===== src/rtl/tpu_skew_feeder.sv =====
// tpu_skew_feeder
//   Operand feeder for the A (row) inputs of a DIM x DIM systolic MAC array.
//   A signed DIM x DIM matrix is loaded one row per cycle into an internal
//   buffer. A start pulse then replays the matrix as 2*DIM-1 diagonal
//   wavefronts, lane i lagging lane 0 by i cycles, so each row of MAC cells
//   sees its operands in wavefront order. The enable strobe for the array
//   and a one-cycle completion pulse are produced alongside.
//
// Ports
//   clk      in   system clock, rising edge
//   rst      in   asynchronous active-high reset
//   wr_en    in   write one buffer row this cycle (IDLE only)
//   wr_row   in   buffer row index to write
//   wr_data  in   row data, column j at [j*BITS_AB +: BITS_AB]
//   start    in   begin a feed sequence (IDLE only, wins over wr_en)
//   busy     out  high while feeding
//   en_out   out  MAC array enable, high on every valid wavefront
//   done     out  one-cycle pulse after the last wavefront
//   Aout     out  skewed lanes, lane i at [i*BITS_AB +: BITS_AB]
module tpu_skew_feeder #(
  parameter int BITS_AB = 8,
  parameter int DIM     = 8,
  parameter int ROWW    = $clog2(DIM)
) (
  input  logic                   clk,
  input  logic                   rst,
  input  logic                   wr_en,
  input  logic [ROWW-1:0]        wr_row,
  input  logic [DIM*BITS_AB-1:0] wr_data,
  input  logic                   start,
  output logic                   busy,
  output logic                   en_out,
  output logic                   done,
  output logic [DIM*BITS_AB-1:0] Aout
);

  localparam logic [0:0] IDLE = 1'b0;
  localparam logic [0:0] FEED = 1'b1;

  // Counter must hold the last wavefront index 2*DIM-2.
  localparam int CNTW = $clog2(2*DIM - 1);
  localparam logic [CNTW-1:0] LAST_T = CNTW'(2*DIM - 2);

  logic [0:0]             state_q, state_d;
  logic [CNTW-1:0]        t_q, t_d;
  logic                   en_q, en_d;
  logic                   done_q, done_d;
  logic [DIM*BITS_AB-1:0] aout_q, aout_d;
  logic [BITS_AB-1:0]     matBuf_q [DIM][DIM];

  logic [DIM*BITS_AB-1:0] waveNext;
  int                     waveIdx;
  logic                   rowWrite;

  // Wavefront for the next cycle: index 0 when launching from IDLE,
  // t+1 while feeding. Lane i carries column (waveIdx - i) of row i,
  // i.e. the element whose row+column equals the wavefront index.
  always_comb begin
    waveNext = '0;
    waveIdx  = (state_q == FEED) ? int'(t_q) + 1 : 0;
    for (int i = 0; i < DIM; i++) begin
      for (int j = 0; j < DIM; j++) begin
        if (i + j == waveIdx) begin
          waveNext[i*BITS_AB +: BITS_AB] = matBuf_q[i][j];
        end
      end
    end
  end

  // Buffer writes only land in IDLE, without a coincident start, and only
  // for rows that exist (no wrap for non-power-of-two DIM).
  assign rowWrite = (state_q == IDLE) && !start && wr_en && (int'(wr_row) < DIM);

  always_comb begin
    state_d = state_q;
    t_d     = t_q;
    en_d    = 1'b0;
    done_d  = 1'b0;
    aout_d  = '0;
    case (state_q)
      IDLE: begin
        if (start) begin
          state_d = FEED;
          t_d     = '0;
          en_d    = 1'b1;
          aout_d  = waveNext;
        end
      end
      FEED: begin
        if (t_q == LAST_T) begin
          state_d = IDLE;
          t_d     = '0;
          done_d  = 1'b1;
        end else begin
          t_d    = t_q + CNTW'(1);
          en_d   = 1'b1;
          aout_d = waveNext;
        end
      end
      default: begin
        state_d = IDLE;
        t_d     = '0;
      end
    endcase
  end

  always_ff @(posedge clk or posedge rst) begin
    if (rst) begin
      state_q <= IDLE;
      t_q     <= '0;
      en_q    <= 1'b0;
      done_q  <= 1'b0;
      aout_q  <= '0;
    end else begin
      state_q <= state_d;
      t_q     <= t_d;
      en_q    <= en_d;
      done_q  <= done_d;
      aout_q  <= aout_d;
    end
  end

  always_ff @(posedge clk or posedge rst) begin
    if (rst) begin
      for (int i = 0; i < DIM; i++) begin
        for (int j = 0; j < DIM; j++) begin
          matBuf_q[i][j] <= '0;
        end
      end
    end else if (rowWrite) begin
      for (int j = 0; j < DIM; j++) begin
        matBuf_q[wr_row][j] <= wr_data[j*BITS_AB +: BITS_AB];
      end
    end
  end

  assign busy   = (state_q == FEED);
  assign en_out = en_q;
  assign done   = done_q;
  assign Aout   = aout_q;

endmodule


===== config.mk =====
export PLATFORM = sky130hd
export DESIGN_NAME = tpu_skew_feeder
export DESIGN_NICKNAME = d
export VERILOG_FILES = /design/src/rtl/tpu_skew_feeder.sv
export SDC_FILE = /design/constraint.sdc
export NUM_CORES = 1
export LEC_CHECK = 0
export CORE_MARGIN = 2
export CORE_UTILIZATION = 50
export DETAILED_ROUTE_END_ITERATION = 7
export PLACE_DENSITY = 0.68
export SLEW_MARGIN = 20
export SYNTH_ARGS = -nofsm -noshare
export SYNTH_HDL_FRONTEND = slang
export SYNTH_SLANG_ARGS = --single-unit

===== constraint.sdc =====
create_clock -name clk -period 25.8 [get_ports clk]
set_input_delay 5.16 -clock clk [delete_from_list [all_inputs] [get_ports clk]]
set_output_delay 5.16 -clock clk [all_outputs]
set_load 0.005 [all_outputs]

Word-level counts from Yosys, hierarchy flattened --
Index checks and enable logic that the tools add are counted.
Cells by class: add/subtract/negate cells 2, magnitude comparators 2, equal/unequal tests 16, multiplexer cells 100, bitwise operators 2, reductions and logical operators 5
Operators by type and width (number):
- 512-bit bitwise mux | 8
- 64-bit demux with 3-bit select | 8
- 8-bit 2-to-1 mux | 65
- 64-bit 2-to-1 mux | 3
- 64-bit case mux with 2 select lines | 1
- 56-bit 2-to-1 mux | 1
- 48-bit 2-to-1 mux | 1
- 40-bit 2-to-1 mux | 1
- 4-bit by 5-bit == test with 1-bit output (first input constant) | 7
- 32-bit logical NOT | 1
- 32-bit 2-to-1 mux | 1
- 24-bit 2-to-1 mux | 1
- 3-bit by 5-bit == test with 1-bit output (first input constant) | 4
- 16-bit 2-to-1 mux | 1
- 2-bit by 5-bit == test with 1-bit output (first input constant) | 2
- 4-bit 2-to-1 mux | 2
- 4-bit case mux with 2 select lines | 1
- 4-bit by 1-bit adder with 5-bit output (second input constant) | 1
- 1-bit by 5-bit == test with 1-bit output (first input constant) | 1
- 5-bit 2-to-1 mux | 1
- 4-bit by 1-bit adder with 4-bit output (second input constant) | 1
- 4-bit == test (second input constant) | 1
- 4-bit >= comparator (second input constant) | 1
- 4-bit by 1-bit < comparator with 1-bit output (second input constant) | 1
- other kinds (7) | 12
Storage, ports and cells: flip-flop bits (word level) 582, bits of input ports 71, output and inout bits 67, logic and storage cells 195

Depth between registers and ports, before layout --
word-level depth 13, mapped depth 13, depth with buffers taken out 10

Least setup slack after synthesis --
OpenSTA, ideal clock, no wires.
kind in2reg, from input start, to register matBuf_q[127] in the netlist's numbering, library setup time 125 ps, arrival 6666 ps, required time 25675 ps, path slack 19009 ps, stages on the path 7, path buffers 2, cells stage by stage nor2_1 -> nand2_1 -> nor2_1 -> and3_1 -> clkbuf_1 -> buf_2 -> mux2_2
On the way: word-level cells in the longest chain between the ends 3
Ends and longest elaborated chain:
- from (decl) | RTL line 30 | input logic start,
- 1-bit logical NOT | RTL line 72 | assign rowWrite = (state_q == IDLE) && !start && wr_en && (int'(wr_row) < DIM);
- 1-bit logical AND (2 in series) | RTL line 72
- to (signal, indexed assignment) | RTL line 132 | matBuf_q[wr_row][j] <= wr_data[j*BITS_AB +: BITS_AB];
- to (decl) | RTL line 49 | logic [BITS_AB-1:0] matBuf_q [DIM][DIM];
No other way between the ends. A chain may end at the register's enable or synchronous reset.

==> key figures <==
Worst setup path
  • R2r endpoint: Aout[55]
  • Crit path from: rst
  • Reg2reg path depth: 12
  • Crit start category: input port
  • Worst R2R Start: t_q[0]
  • CP required: 26.41 ns
  • CP arrival: 8.83 ns
  • Crit path max fanout: 170
  • Critical Path End Type: asynchronous set/reset pin
  • WS Path Type: input port to asynchronous set/reset pin
  • Reg2Reg Setup Slack: 20.34 ns

Outcome
  • Outcome: complete, no violations

Clock tree
  • Root Buffer: clkbuf_16
  • Clk sink count: 582
  • Post-CTS Hold Buffers: 0
  • H-tree Lvls: 2
  • Post_cts resized: 0
  • Max clock buf depth: 3
  • Clk_lat worst skew: 0.63 ns
  • Post-CTS setup buffers: 0
  • CTS tree: yes
  • Number of buffers created by CTS: 58
  • Worst-path clk slew: 0.06 ns

Placement
  • Buffers added on ports: 137
  • DP Worst Slack: 16.73 ns
  • Hpwl dp: 57,600 µm
  • Placed Cells incl. Taps: 2,691
  • Routability Congestion: 0.921

Min path
  • Min-Delay Path Class: flop to flop
  • Worst hold path depth: 1
  • HP Start: matBuf_q[417]
  • Worst Hold Path EP: matBuf_q[417]

Global routing
  • Initial antenna violation count: 4
  • Vias in the first global route: 18,600
  • GR Util met2: 51.8%
  • GRT overflow: 0
  • First-pass GRT wire length: 130,000 µm
  • GRT busiest layer: met2
  • M1 GR Usage: 46.6%
  • Largest net degree at the start of global routing: 171
  • Tot GR Track Use: 34.1%
  • GRT met3 Usage: 8.47%

Routing
  • DRC viols: 0
  • 1st-iter DRT viols: 2,149
  • Wire per inst: 32.2 µm
  • Routed vias: 18,800
  • WL final: 90,000 µm
  • TritonRoute pass-1 iters: 5
  • ANT nets after route: 0
  • Via density: 6.70

STA
  • Fmax: 122 MHz
  • Setup TNS: 0 ns
  • Slew at the pin with the worst max-slew slack: 1.19 ns
  • Final setup vio count: 0
  • Period utilization: 31.9%
  • Setup ws final: 17.57 ns
  • Tmin final: 8.23 ns
  • Hold Vio Cnt, Final: 0
  • Slew HR: 20.5%
  • Pins Over Slew Limit: 0
  • Worst Skew: 0.0232 ns
  • Unrepaired setup endpoints after global routing: no

Synthesis
  • FF+latch count, synth: 582
  • Area leader, netlist: dfrtp_1
  • Number of synthesized flops with an enable pin: 0
  • Net Count, Synth: 2,053
  • Syn Inst Count: 1,980
  • Most common cell in the netlist: dfrtp_1
  • Most frequent cells after synthesis: dfrtp_1, mux2_2, o21ai_0, clkbuf_1, a21oi_1
  • Synth top area cells: dfrtp_1, mux2_2, o21ai_0, a21oi_1, a22oi_1
  • Top cell type's share of synthesized area: 56.9%
  • YS warnings: 0
  • Syn Area/Cell: 12.9 µm²
  • Post-synth top flop: dfrtp_1
  • Post-Syn Area: 25,600 µm²
  • Seq/Total Area, Yosys: 56.9%
  • Post-synth ARST share: 100%
  • Distinct cells, synth: 70

Finish
  • Area growth syn-to-layout: 16.1%
  • Final core occ: 59.0%
  • Number of fill cells in the layout: 4,021
  • # nets final: 2,153
  • Layout cells sized above 1: 32.4%
  • Finished Layout Cells: 2,799
  • Sequential cell area: 14,600 µm²
  • Area of the multi-input gates: 10,500 µm²

Power
  • PwrDens: 122 nW/µm²
  • Peak VDD IR: 0.0899 mV
  • Leak: 0.0141 µW
  • Tot Pwr: 3630 µW

Floorplan
  • Row cnt: 82
  • Chip Width: 230 µm
  • # IOs: 138
  • Die Y: 230 µm
  • Core area: 50,400 µm²
  • Die ar.: 53,000 µm²
  • Effective utilization at floorplan: 50.8%

Job
  • Max_cap viols: 0
[report_power, final]
group,internal [µW],total [µW],switching (µW)
logic,490,1470,985
registers,1140,1270,130
clock network,528,888,361
total,2150,3630,1480
[critical path: stages]
cell and delay (ns):
clkdlybuf4s50_1 0.49, inv_8 0.61, buf_12 0.62, buf_4 0.81, buf_4 0.88
[area by class of cell]
type                       count  share of cell area, %
sequential                   582                   49.0
multi-input combinational   1247                   35.4
clock buffer                  88                   6.05
timing repair buffer         182                   5.79
tap                          672                   2.83
clock inverter                18                  0.745
inverter                       9                  0.139
antenna                        1                0.00842
[worst max path at each step]
| stage | to | slack [ns] | depth (start not counted) |
|---|---|---|---|
| after floorplan | Aout[0] | 4.36 | 1 |
| after global placement | matBuf_q[65] | 16.81 | 5 |
| after detailed placement | Aout[40] | 16.73 | 5 |
| after CTS | Aout[19] | 17.38 | 5 |
| after global routing | Aout[19] | 17.01 | 5 |
| final | Aout[47] | 17.57 | 5 |
[per-layer routing]
metal	part of all wire, %	wire length, µm
met1	40	36400
met2	45	40100
met3	10	9340
met4	4.7	4220
met5	0	0
[sequential cells by signal, summed over array words and instances, names as in the netlist]
register / count
Aout: 64
done: 1
en_out: 1
matBuf_q: 512
t_q: 4
[kinds of logic after synthesis]
| kind of cell | synth area share [%] |
|---|---|
| AOI/OAI and AO/OA | 13.4 |
| xor gates and xnor gates | 0.132 |
| adders and majority gates | 0.0978 |
| buffers and inverters | 2.46 |
| DFF | 56.9 |
| muxes | 22.6 |
| and+or+nand+nor | 4.44 |
[through the flow]
stage / hold slack [ns] / cell area (µm²)
2_1_floorplan: 0.464 / 25600
3_3_place_gp: 0.479 / 27700
3_5_place_dp: 0.484 / 27700
4_1_cts: 0.497 / 29700
5_1_grt: 0.501 / 29700
6_report: 0.497 / 29700
[cells in the final DEF, fill, tap and decap left out, types with 9 or more instances in the layout]
master           instances
o2bb2ai_1               17
nand2_1                 66
o32ai_1                  9
mux2_2                 511
clkbuf_16               61
nand2b_1                17
o21ai_0                107
nor2_1                  42
clkdlybuf4s50_1        137
dfrtp_1                582
o22ai_1                 54
buf_4                   43
clkbuf_8                17
clkbuf_1                10
and2_1                  13
a22oi_1                 56
clkinv_2                11
a211oi_1                15
and3_1                  15
a221o_1                 22
a2111oi_0               15
a21o_1                   9
a222oi_1                 9
nand3_1                 12
a21oi_1                 85
a221oi_1                28
nor3_1                  25
o221ai_1                13
Note: power is estimated with default switching activity, not from simulation.
